==> src/rtl/grid_cell_streamer.sv <==
// grid_cell_streamer: walks a synchronous character ROM holding the puzzle
// text and emits each '@' / '.' as a grid cell over a valid/ready handshake.
// Newlines advance the row, CR is skipped, NUL (or the end of memory) ends
// the scan. Grid dimensions and a sticky format-error flag are reported.
module grid_cell_streamer #(
  parameter int MEM_DEPTH = 32768,
  parameter int ADDR_W    = 15,
  parameter int COL_W     = 8,
  parameter int ROW_W     = 8
) (
  input  logic              clk,
  input  logic              rst,
  input  logic              start,
  output logic [ADDR_W-1:0] mem_addr,
  input  logic [7:0]        mem_data,
  output logic              cell_valid,
  input  logic              cell_ready,
  output logic              cell_roll,
  output logic [ROW_W-1:0]  cell_row,
  output logic [COL_W-1:0]  cell_col,
  output logic              busy,
  output logic              done,
  output logic [ROW_W-1:0]  rows,
  output logic [COL_W-1:0]  cols,
  output logic              err
);

  typedef enum logic [2:0] {S_IDLE, S_READ, S_DECODE, S_EMIT, S_DONE} state_t;

  localparam logic [COL_W-1:0] COL_MAX = '1;
  localparam logic [ROW_W-1:0] ROW_MAX = '1;

  localparam logic [7:0] CH_ROLL  = 8'h40;
  localparam logic [7:0] CH_EMPTY = 8'h2E;
  localparam logic [7:0] CH_LF    = 8'h0A;
  localparam logic [7:0] CH_CR    = 8'h0D;
  localparam logic [7:0] CH_NUL   = 8'h00;

  state_t            state;
  logic [ADDR_W-1:0] addr;
  logic [ROW_W-1:0]  row_cnt;
  logic [COL_W-1:0]  col_cnt;
  logic              nl_seen;   // first non-blank newline already latched cols

  // One extra bit so MEM_DEPTH == 2^ADDR_W is still detectable.
  logic [ADDR_W:0]   addr_inc;
  logic              addr_end;
  logic              col_sat;
  logic              row_sat;
  logic [COL_W-1:0]  col_nxt;
  logic [ROW_W-1:0]  row_nxt;

  assign addr_inc = {1'b0, addr} + (ADDR_W+1)'(1);
  assign addr_end = (addr_inc == (ADDR_W+1)'(MEM_DEPTH));
  assign col_sat  = (col_cnt == COL_MAX);
  assign row_sat  = (row_cnt == ROW_MAX);
  assign col_nxt  = col_sat ? col_cnt : col_cnt + COL_W'(1);
  assign row_nxt  = row_sat ? row_cnt : row_cnt + ROW_W'(1);

  // The ROM address is the address counter itself; it never leaves range
  // because the counter is not advanced on the final increment.
  assign mem_addr = addr;

  // Scan FSM with all outputs registered.
  always_ff @(posedge clk or posedge rst) begin
    if (rst) begin
      state      <= S_IDLE;
      addr       <= '0;
      row_cnt    <= '0;
      col_cnt    <= '0;
      nl_seen    <= 1'b0;
      cell_valid <= 1'b0;
      cell_roll  <= 1'b0;
      cell_row   <= '0;
      cell_col   <= '0;
      busy       <= 1'b0;
      done       <= 1'b0;
      rows       <= '0;
      cols       <= '0;
      err        <= 1'b0;
    end else begin
      case (state)
        S_IDLE, S_DONE: begin
          if (start) begin
            addr    <= '0;
            row_cnt <= '0;
            col_cnt <= '0;
            nl_seen <= 1'b0;
            rows    <= '0;
            cols    <= '0;
            err     <= 1'b0;
            busy    <= 1'b1;
            done    <= 1'b0;
            state   <= S_READ;
          end
        end

        // Address is presented this cycle; ROM data arrives in DECODE.
        S_READ: state <= S_DECODE;

        S_DECODE: begin
          case (mem_data)
            CH_ROLL, CH_EMPTY: begin
              cell_roll  <= (mem_data == CH_ROLL);
              cell_row   <= row_cnt;
              cell_col   <= col_cnt;
              cell_valid <= 1'b1;
              state      <= S_EMIT;
            end

            CH_LF: begin
              // Blank lines leave row/col and cols untouched.
              if (col_cnt != '0) begin
                if (!nl_seen) begin
                  cols    <= col_cnt;
                  nl_seen <= 1'b1;
                end else if (col_cnt != cols) begin
                  err <= 1'b1;
                end
                if (row_sat) err <= 1'b1;
                row_cnt <= row_nxt;
                col_cnt <= '0;
              end
              if (addr_end) begin
                // Column is zero after a newline, so no partial row to add;
                // cols is either latched above or still zero from start.
                rows  <= (col_cnt != '0) ? row_nxt : row_cnt;
                busy  <= 1'b0;
                done  <= 1'b1;
                state <= S_DONE;
              end else begin
                addr  <= addr_inc[ADDR_W-1:0];
                state <= S_READ;
              end
            end

            CH_NUL: begin
              rows  <= (col_cnt != '0) ? row_nxt : row_cnt;
              if (!nl_seen) cols <= col_cnt;
              busy  <= 1'b0;
              done  <= 1'b1;
              state <= S_DONE;
            end

            default: begin
              // CR is silently skipped; anything else is a format error.
              if (mem_data != CH_CR) err <= 1'b1;
              if (addr_end) begin
                rows  <= (col_cnt != '0) ? row_nxt : row_cnt;
                if (!nl_seen) cols <= col_cnt;
                busy  <= 1'b0;
                done  <= 1'b1;
                state <= S_DONE;
              end else begin
                addr  <= addr_inc[ADDR_W-1:0];
                state <= S_READ;
              end
            end
          endcase
        end

        // Cell outputs hold until the consumer takes the cell.
        S_EMIT: begin
          if (cell_ready) begin
            cell_valid <= 1'b0;
            col_cnt    <= col_nxt;
            if (col_sat) err <= 1'b1;
            if (addr_end) begin
              // The row just emitted a cell, so it always counts.
              rows  <= row_nxt;
              if (!nl_seen) cols <= col_nxt;
              busy  <= 1'b0;
              done  <= 1'b1;
              state <= S_DONE;
            end else begin
              addr  <= addr_inc[ADDR_W-1:0];
              state <= S_READ;
            end
          end
        end

        default: state <= S_IDLE;
      endcase
    end
  end

endmodule

==> config.mk <==
export PLATFORM = sky130hd
export DESIGN_NAME = grid_cell_streamer
export DESIGN_NICKNAME = d
export VERILOG_FILES = /design/src/rtl/grid_cell_streamer.sv
export SDC_FILE = /design/constraint.sdc
export NUM_CORES = 1
export LEC_CHECK = 0
export ABC_CLOCK_PERIOD_IN_PS = 3170
export BUFFER_PORTS_ARGS = -buffer_cell sky130_fd_sc_hd__buf_2
export CAP_MARGIN = 10
export CORE_ASPECT_RATIO = 0.7
export CORE_MARGIN = 1
export CORE_UTILIZATION = 49
export DETAILED_ROUTE_END_ITERATION = 8
export GPL_TIMING_DRIVEN = 0
export MAX_ROUTING_LAYER = met4
export PLACE_DENSITY = 0.7
export SETUP_SLACK_MARGIN = 0.1
export SLEW_MARGIN = 25
export SYNTH_ARGS = -nofsm -noshare
export SYNTH_HDL_FRONTEND = slang
export SYNTH_SLANG_ARGS = --single-unit
==> constraint.sdc <==
create_clock -name clk -period 3.17 [get_ports clk]
set_input_delay 0.317 -clock clk [delete_from_list [all_inputs] [get_ports clk]]
set_output_delay 0.317 -clock clk [all_outputs]
set_load 0.1 [all_outputs]
==> metrics.txt, run 1 <==
crit path capture type=register; detailed-route via count=3,503; Post-Route Setup TNS=0 ns; peak fanout along the critical path=10; worst hold-check path type=in2reg; Chip Height=78.77 um; Diodes inserted=0; Die W=111.7 um; fraction of registers with async set or reset after synthesis=100.0%; critical path, cell by cell=inv_1 > ha_1 > nor4b_1 > nand2_1 > nor2_2 > nor3_4 > o21ai_0 > a22o_1; Longest Clk Path Bufs=2; vias in the first global route=3,212; final-report hold violation count=0; area of the die=0.008795 mm^2; critical path class=reg2reg; average cell area after synthesis=9.845 um^2; Setup Viol. Count Final=0; Core Footprint=0.008006 mm^2; number of ports placed on the die boundary=64; growth of design area from synthesis to finish=19.65%; FMAX=423.4 MHz; crit path launch=col_cnt[0]$_DFFE_PP0P_; starting utilization of the core area=51.52%; Worst path depth=8; number of enable-type register cells in the synthesized netlist=0; number of nets in the layout=511; startpoint of the worst-slack reg-to-reg timing path=col_cnt[0]$_DFFE_PP0P_; total clock buffers created by CTS=9; fill cell count=685; H-tree levels=3; number of buffers and inverters on the critical path=1; total power draw=3.650 mW; RSZ-0062 raised after global routing=false; initial antenna violation count=0; top library cells by usage in the layout, fill and taps aside=dfrtp_1 (72), buf_2 (70), nand2_1 (40), nor2_1 (34), a21oi_1 (25); final worst path period share=74.51%; input/output buffers=63; wire length per cell after detailed routing=16.94 um; power density over the cells=739.5 mW/mm^2; violated checks=design-rule violations; endpoint of the most critical register-to-register path=col_cnt[3]$_DFFE_PP0P_; Via-to-Cell Ratio=5.829; count of pins over their slew limit=0; layout cell share with drive strength beyond 1=28.00%; transition at the pin with the smallest max-transition slack=0.7807 ns; estimated wirelength of the detail-placed design=7314 um; GRT Overall Usage=25.11%; maximum number of pins on one net before global-route repair=54; peak supply drop=379.5 uV; root cell of the clock tree=clkbuf_16; synthesis warning total=0; Site Rows=27; placed instance count=584; worst endpoint data arrival time=2.58 ns; most frequent standard cell in the layout excluding fill and tap cells=dfrtp_1; number of maximum-capacitance constraint violations=0; drt first-iter violations=307; Worst-Skew Late Latency=0.34 ns; startpoint type of the worst setup path=register; final instance count without filler cells=601; combined area of all synthesized cells=0.004125 mm^2; detailed-router iteration count before antenna repair=7; post-synthesis net count=435; leakage power of the design=2.449 nW; global-route wire length before repair=16,480 um; cell count after synthesis=419; Remaining Overflow, GRT=0; total DRC errors in the routed layout=5; gpl congestion=0.9112; clock slew seen by the registers of the worst setup and hold paths=0.06 ns; final critical delay including setup and external delays=2.362 ns; number of sinks on the clock net=72; critical path's largest stage delay=0.50 ns; post-cts resize count=0; sequential element share of the synthesized area=43.68%; Routed Antenna Nets=0; post-route clock skew=0.009891 ns; cell class contributing the biggest share of worst-path delay=simple AND/OR/NAND/NOR gates; count of unique library cells instantiated by Yosys=64; worst setup path endpoint=col_cnt[3]$_DFFE_PP0P_; Total Routed Length=10,180 um; Relative slew margins=47.67%; setup slack, reg-to-reg=0.81 ns; main flop type after synthesis=dfrtp_1; clock tree from TritonCTS=yes; status=finished with violations; register bit total from synthesis=72; Crit path required time=3.39 ns; cell at the slowest stage of the critical path=dfrtp_1; reg2reg path depth=8
synthesized netlist by cell type (6+ instances only):
cell type  number  area share, %
o31ai_1         7            1.3
xnor2_1        11            2.3
mux2_4         16            5.8
nand3_1        16            1.9
and3_1          8            1.2
a21oi_1        25            3.0
o21ai_0        23            2.8
o21ai_1        24            2.9
inv_1           9           0.82
buf_2           7           0.85
mux2_1          6            1.6
nand2_1        40            3.6
a31oi_1         6           0.91
nor2_1         34            3.1
nand4_1        10            1.5
nor3_1          6           0.73
buf_6           6            1.6
dfrtp_1        72             44
a21o_1          6            1.1
logic make-up (layout without fill, tap and decap cells):
kind of cell | Yosys count | in the layout | synth area share [%]
XOR/XNOR | 14 | 14 | 2.972
buffers and inverters | 32 | 113 | 4.610
AO/OA/AOI/OAI | 114 | 114 | 17.50
AND/OR/NAND/NOR | 156 | 156 | 21.29
multiplexers | 27 | 27 | 8.735
adder cells (fa/ha/maj) | 4 | 4 | 1.213
flip-flops | 72 | 72 | 43.68
report_power, final:
part	leakage [nW]	switching, mW	internal (mW)
registers	0.991	0.0771	0.992
clock network	0.159	0.391	0.712
logic	1.30	1.07	0.408
per-stage QoR:
stage | cell area, um^2 | hold slack [ns] | setup slack (ns) | utilization [%]
finish | 4936 | 0.3640 | 0.8080 | 61.65
global route | 4936 | 0.3702 | 0.6561 | 61.65
CTS | 4936 | 0.3521 | 0.8375 | 61.65
detailed placement | 4597 | 0.2858 | 0.8665 | 57.42
global placement | 4567 | 0.4574 | 0.1198 | 57.04
floorplan | 4125 | 0.4617 | 0.6007 | -
metal layers:
metal  share of wire, %  GRT usage [%]
met1                 49          35.38
met5                  0              -
met3                6.7          5.649
met4                1.1          6.757
met2                 43          36.52
cell type report:
| type | instances | area, um^2 | area share [%] |
|---|---|---|---|
| tap | 101 | 126.4 | 2.560 |
| clock buffer | 10 | 239.0 | 4.842 |
| timing repair buffer | 65 | 352.8 | 7.148 |
| clock inverter | 6 | 90.09 | 1.825 |
| inverter | 9 | 36.28 | 0.7351 |
| multi-input combinational | 315 | 2133 | 43.22 |
| sequential | 72 | 1802 | 36.50 |
| buffer | 23 | 156.4 | 3.169 |
worst min-delay path by stage:
stage,start,to,slack (ns),cells past startpoint
after floorplan,state[2]$_DFFE_PP0P_,state[1]$_DFFE_PP0P_,0.46,1
after global placement,busy$_DFFE_PP0P_,busy$_DFFE_PP0P_,0.46,2
after detailed placement,rst,cell_row[0]$_DFFE_PP0P_,0.29,2
after CTS,start,state[2]$_DFFE_PP0P_,0.35,4
after global routing,start,state[2]$_DFFE_PP0P_,0.37,4
final,start,state[2]$_DFFE_PP0P_,0.36,4
tightest hold or removal path: stages:
cell and delay [ns]:
buf_2 0.10, o21ai_0 0.07, nor2_1 0.10, a211oi_1 0.06
what timing repair did:
action,CTS,global route
endpoints found under the hold margin,19,0
hold buffers,1,0
buffers inserted,0,0
flip-flops by register name (all words and copies together) (netlist names):
name / count
mem_addr: 15
cell_col: 8
cell_row: 8
col_cnt: 8
cols: 8
row_cnt: 8
rows: 8
state: 3
busy: 1
cell_roll: 1
cell_valid: 1
done: 1
err: 1
nl_seen: 1
Note: power is estimated with default switching activity, not from simulation.
==> run 2, diff against run 1 <==
--- a/config.mk
+++ b/config.mk
@@ -5,7 +5,7 @@
 export SDC_FILE = /design/constraint.sdc
 export NUM_CORES = 1
 export LEC_CHECK = 0
-export ABC_CLOCK_PERIOD_IN_PS = 3170
+export ABC_CLOCK_PERIOD_IN_PS = 2400
 export BUFFER_PORTS_ARGS = -buffer_cell sky130_fd_sc_hd__buf_2
 export CAP_MARGIN = 10
 export CORE_ASPECT_RATIO = 0.7
==> constraint.sdc (replaced) <==
create_clock -name clk -period 2.4 [get_ports clk]
set_input_delay 0.24 -clock clk [delete_from_list [all_inputs] [get_ports clk]]
set_output_delay 0.24 -clock clk [all_outputs]
set_load 0.1 [all_outputs]
==> metrics.txt, run 2 (synthesized netlist as in run 1, its figures left out) <==
H-tree levels=3; final instance count without filler cells=602; critical path class=reg2reg; initial antenna violation count=0; detailed-router iteration count before antenna repair=7; HP Start=cell_ready; Die W=111.7 um; layout cell share with drive strength beyond 1=31.34%; Setup Viol. Count Final=0; topmost layer with routed signal wires=met4; fill cell count=679; WHS Path Cells=4; peak supply drop=484.8 uV; post-route clock skew=0.005045 ns; Post-Route Hold Slack=0.2884 ns; most frequent standard cell in the layout excluding fill and tap cells=buf_2; growth of design area from synthesis to finish=21.29%; utilization after layout=62.49%; maximum number of pins on one net before global-route repair=43; total clock buffers created by CTS=9; startpoint of the worst-slack reg-to-reg timing path=mem_addr[0]$_DFFE_PP0P_; estimated wirelength of the detail-placed design=7396 um; placed inst area=0.004613 mm^2; routed wire length on met3=546 um; Relative slew margins=57.19%; crit path launch=mem_addr[0]$_DFFE_PP0P_; number of nets in the layout=512; critical path, cell by cell=ha_1 > and3_1 > and4_4 > a31oi_4 > nand3_2 > buf_4 > o21ai_1 > o31ai_1; transition at the pin with the smallest max-transition slack=0.6369 ns; Chip Height=78.77 um; total DRC errors in the routed layout=5; placed instance count=584; global-route wire length before repair=17,020 um; cell at the slowest stage of the critical path=dfrtp_2; drt first-iter violations=316; max FFs per register=15; reg2reg path depth=8; Routed Antenna Nets=0; Diodes inserted=0; Total Routed Length=10,340 um; startpoint type of the worst setup path=register; Longest Clk Path Bufs=2; power density over the cells=983.2 mW/mm^2; final worst path period share=92.73%; Remaining Overflow, GRT=0; setup slack, reg-to-reg=0.17 ns; Core Footprint=0.008006 mm^2; root cell of the clock tree=clkbuf_16; violated checks=design-rule violations; GRT Overall Usage=25.76%; area of the die=0.008795 mm^2; Post-Route Setup TNS=0 ns; gpl congestion=0.9124; met2 wire length=4443 um; final critical delay including setup and external delays=2.226 ns; input/output buffers=63; clock slew seen by the registers of the worst setup and hold paths=0.06 ns; crit path capture type=register; leakage power of the design=2.453 nW; final-report hold violation count=0; wire length per cell after detailed routing=17.17 um; critical path's largest stage delay=0.43 ns; FMAX=449.3 MHz; Site Rows=27; Worst-Skew Late Latency=0.33 ns; worst hold-check path type=in2reg; peak fanout along the critical path=10; number of sinks on the clock net=72; clock tree from TritonCTS=yes; starting utilization of the core area=51.52%; top library cells by usage in the layout, fill and taps aside=buf_2 (70), dfrtp_1 (59), nand2_1 (39), nor2_1 (34); count of pins over their slew limit=0; detailed-route via count=3,471; met1 wire length=5233 um; vias in the first global route=3,282; RSZ-0062 raised after global routing=false; Crit path required time=2.61 ns; worst endpoint data arrival time=2.43 ns; Via-to-Cell Ratio=5.766; status=finished with violations; Non-Filler Cell Area, Final=0.005004 mm^2; number of ports placed on the die boundary=64; number of maximum-capacitance constraint violations=0
run 2: changes by cell type in the layout (fill, tap and decap cells not counted), sizes merged:
cell / change
clkinv: +1
clkinvlp: -1
inv: -1
buf: +1
clkbuf: +1
run 2: timing repair:
action	CTS	global route
endpoints found under the hold margin	30	0
gates resized for setup	0	7
buffers inserted	0	1
hold buffers	1	0
endpoints found under the setup margin	0	33
run 2: final cells by class:
type / instances / area [um^2] / share of cell area (%)
plain buffers: 23 / 156.4 / 3.126
clock buffers: 11 / 252.7 / 5.051
clock inverters: 5 / 78.83 / 1.575
inverters: 9 / 36.28 / 0.7252
multi-input cells: 315 / 2162 / 43.21
flip-flops and latches: 72 / 1818 / 36.33
well taps: 101 / 126.4 / 2.526
repair buffers: 66 / 372.9 / 7.452
run 2: final timing paths:
kind,to
worst min register to register,rows[7]$_DFFE_PP0P_
max in group asynchronous,mem_addr[10]$_DFFE_PP0P_
worst min-delay path,state[1]$_DFFE_PP0P_
worst max-delay path,mem_addr[9]$_DFFE_PP0P_
worst max register to register,mem_addr[9]$_DFFE_PP0P_
min in group asynchronous,busy$_DFFE_PP0P_
run 2: critical path, delay by kind of cell (launching register included):
kind / cells / cell delay [ns]
simple gates: 3 / 0.74
flops: 1 / 0.43
buf+inv: 1 / 0.24
compound gates: 3 / 0.45
fa+ha+maj: 1 / 0.23
run 2: layer usage:
metal / vias to the layer above / global-route usage [%]
met4: 0 / 7.027
met1: 1702 / 37.79
met3: 11 / 4.580
met2: 86 / 36.52
li1: 1672 / -
met5: - / -
run 2: where the power goes:
group          internal [mW]  total, mW  switching [mW]
Combinational          0.587       2.05            1.46
Clock                  0.964       1.46           0.499
Sequential              1.31       1.41          0.0966
Total                   2.87       4.92            2.05
run 2: metrics by stage:
stage | power [mW] | setup WS [ns]
CTS | 4.861 | 0.1350
global placement | 3.346 | -0.8676
detailed placement | 3.375 | 0.1437
floorplan | 2.921 | 0.1447
global route | 5.163 | 0.1038
finish | 4.919 | 0.1745
==> run 3, diff against run 2 <==
--- a/config.mk
+++ b/config.mk
@@ -8,7 +8,6 @@
 export ABC_CLOCK_PERIOD_IN_PS = 2400
 export BUFFER_PORTS_ARGS = -buffer_cell sky130_fd_sc_hd__buf_2
 export CAP_MARGIN = 10
-export CORE_ASPECT_RATIO = 0.7
 export CORE_MARGIN = 1
 export CORE_UTILIZATION = 49
 export DETAILED_ROUTE_END_ITERATION = 8
==> metrics.txt, run 3 (synthesized netlist as in run 1, its figures left out) <==
detailed-route via count=3,580; Worst-Skew Late Latency=0.36 ns; reg2reg path depth=8; end of the worst hold path=state[2]$_DFFE_PP0P_; clock tree from TritonCTS=yes; Chip Height=93.76 um; final-report hold violation count=0; Longest Clk Path Bufs=2; transition at the pin with the smallest max-transition slack=0.6125 ns; number of ports placed on the die boundary=64; FF+latch area=0.001818 mm^2; Via-to-Cell Ratio=5.878; number of maximum-capacitance constraint violations=0; root cell of the clock tree=clkbuf_8; final critical delay including setup and external delays=2.187 ns; number of nets in the layout=515; vias in the first global route=3,309; growth of design area from synthesis to finish=18.96%; post-route clock skew=0.009360 ns; endpoint of the most critical register-to-register path=col_cnt[3]$_DFFE_PP0P_; most frequent standard cell in the layout excluding fill and tap cells=buf_2; Total Routed Length=10,070 um; area of the die=0.008790 mm^2; Remaining Overflow, GRT=0; input/output buffers=63; drt first-iter violations=146; peak supply drop=1049 uV; gpl congestion=0.8672; fill cell count=763; estimated wirelength of the detail-placed design=7009 um; Site Rows=33; wire length per cell after detailed routing=16.54 um; initial antenna violation count=0; M2 GR Usage=38.99%; GR met1 Demand/Resource=33.92%; H-tree levels=3; clock slew seen by the registers of the worst setup and hold paths=0.08 ns; setup slack, reg-to-reg=0.21 ns; peak fanout along the critical path=7; total power draw=4.572 mW; worst endpoint data arrival time=2.44 ns; starting utilization of the core area=50.46%; critical path class=reg2reg; max FFs per register=15; Routed Antenna Nets=0; power density over the cells=931.7 mW/mm^2; global-route wire length before repair=16,740 um; GRT Overall Usage=25.47%; FMAX=457.2 MHz; startpoint of the worst-slack reg-to-reg timing path=col_cnt[0]$_DFFE_PP0P_; RSZ-0062 raised after global routing=false; WHS Path Cells=4; total DRC errors in the routed layout=0; Core Footprint=0.008175 mm^2; final worst path period share=91.14%; number of sinks on the clock net=72; top library cells by usage in the layout, fill and taps aside=buf_2 (70), dfrtp_1 (59), nand2_1 (40), nor2_1 (34); detailed-router iteration count before antenna repair=4; startpoint type of the worst setup path=register; Diodes inserted=0; count of pins over their slew limit=0; Post-Route Setup TNS=0 ns; leakage power of the design=2.406 nW; status=finished clean; HP Start=start; Setup Viol. Count Final=0; maximum number of pins on one net before global-route repair=52; total clock buffers created by CTS=9; layer carrying the most global-route usage=met2; met3 Track Usage GR=5.259%; area of the multi-input gates=0.002151 mm^2; Die W=93.76 um; worst hold-check path type=in2reg; Relative slew margins=58.82%; layout cell share with drive strength beyond 1=31.55%; crit path capture type=register; Crit path required time=2.65 ns
run 3: cell count changes in the layout (fill, tap and decap cells not counted), sizes merged:
cell / previous run / this run
buf: 82 / 85
clkbuf: 16 / 14
clkinvlp: 0 / 1
inv: 9 / 10
run 3: per-stage QoR:
step           hold WS (ns)  worst slack [ns]  instances  util [%]  cell area (um^2)
6_report             0.2587            0.2125        609     60.02              4907
5_1_grt              0.2499            0.1000        609     60.02              4907
4_1_cts              0.2496            0.1030        605     59.29              4847
3_5_place_dp         0.2237            0.1086        588     56.49              4618
3_3_place_gp         0.4613           -0.7718        587     56.12              4588
2_1_floorplan        0.4474            0.1447        419         -              4141
run 3: per-layer routing:
layer | vias up | wire length [um]
li1 | 1675 | -
met4 | 0 | 153
met3 | 15 | 522
met1 | 1771 | 4633
met2 | 119 | 4764
met5 | - | 0
run 3: timing repair:
| action | in CTS | in global routing |
|---|---|---|
| buffers inserted | 0 | 4 |
| hold buffers | 1 | 0 |
| hold endpoints to repair | 21 | 0 |
| setup endpoints to repair | 0 | 29 |
| gates resized for setup | 0 | 5 |
run 3: report_power, final:
part | switching [mW] | internal [mW] | total, mW
combinational | 1.45 | 0.628 | 2.08
sequential | 0.103 | 1.31 | 1.41
clock | 0.495 | 0.587 | 1.08
total | 2.05 | 2.53 | 4.57
run 3: layout make-up:
cell class | count | area share, %
clock inverters | 7 | 1.938
well taps | 105 | 2.677
multi-input cells | 315 | 43.83
flip-flops and latches | 72 | 37.05
repair buffers | 69 | 8.057
plain buffers | 23 | 3.187
inverters | 9 | 0.7394
clock buffers | 9 | 2.524
run 3: worst max path at each step:
stage	cells after the start	slack, ns	end	start
after global routing	8	0.10	rows[2]$_DFFE_PP0P_	col_cnt[0]$_DFFE_PP0P_
after detailed placement	8	0.11	col_cnt[3]$_DFFE_PP0P_	col_cnt[0]$_DFFE_PP0P_
final	8	0.21	col_cnt[3]$_DFFE_PP0P_	col_cnt[0]$_DFFE_PP0P_
after floorplan	7	0.14	cols[0]$_DFFE_PP0P_	mem_addr[0]$_DFFE_PP0P_
after global placement	2	-0.77	mem_addr[10]$_DFFE_PP0P_	rst
after CTS	8	0.10	col_cnt[3]$_DFFE_PP0P_	col_cnt[0]$_DFFE_PP0P_
run 3: worst max-delay path: stages (launching register included):
cell and delay [ns]:
dfrtp_1 0.47, inv_1 0.13, ha_1 0.22, nor4b_1 0.14, nand2_1 0.29, nor2_4 0.12
nor3_4 0.30, o21ai_0 0.16, a22o_1 0.25
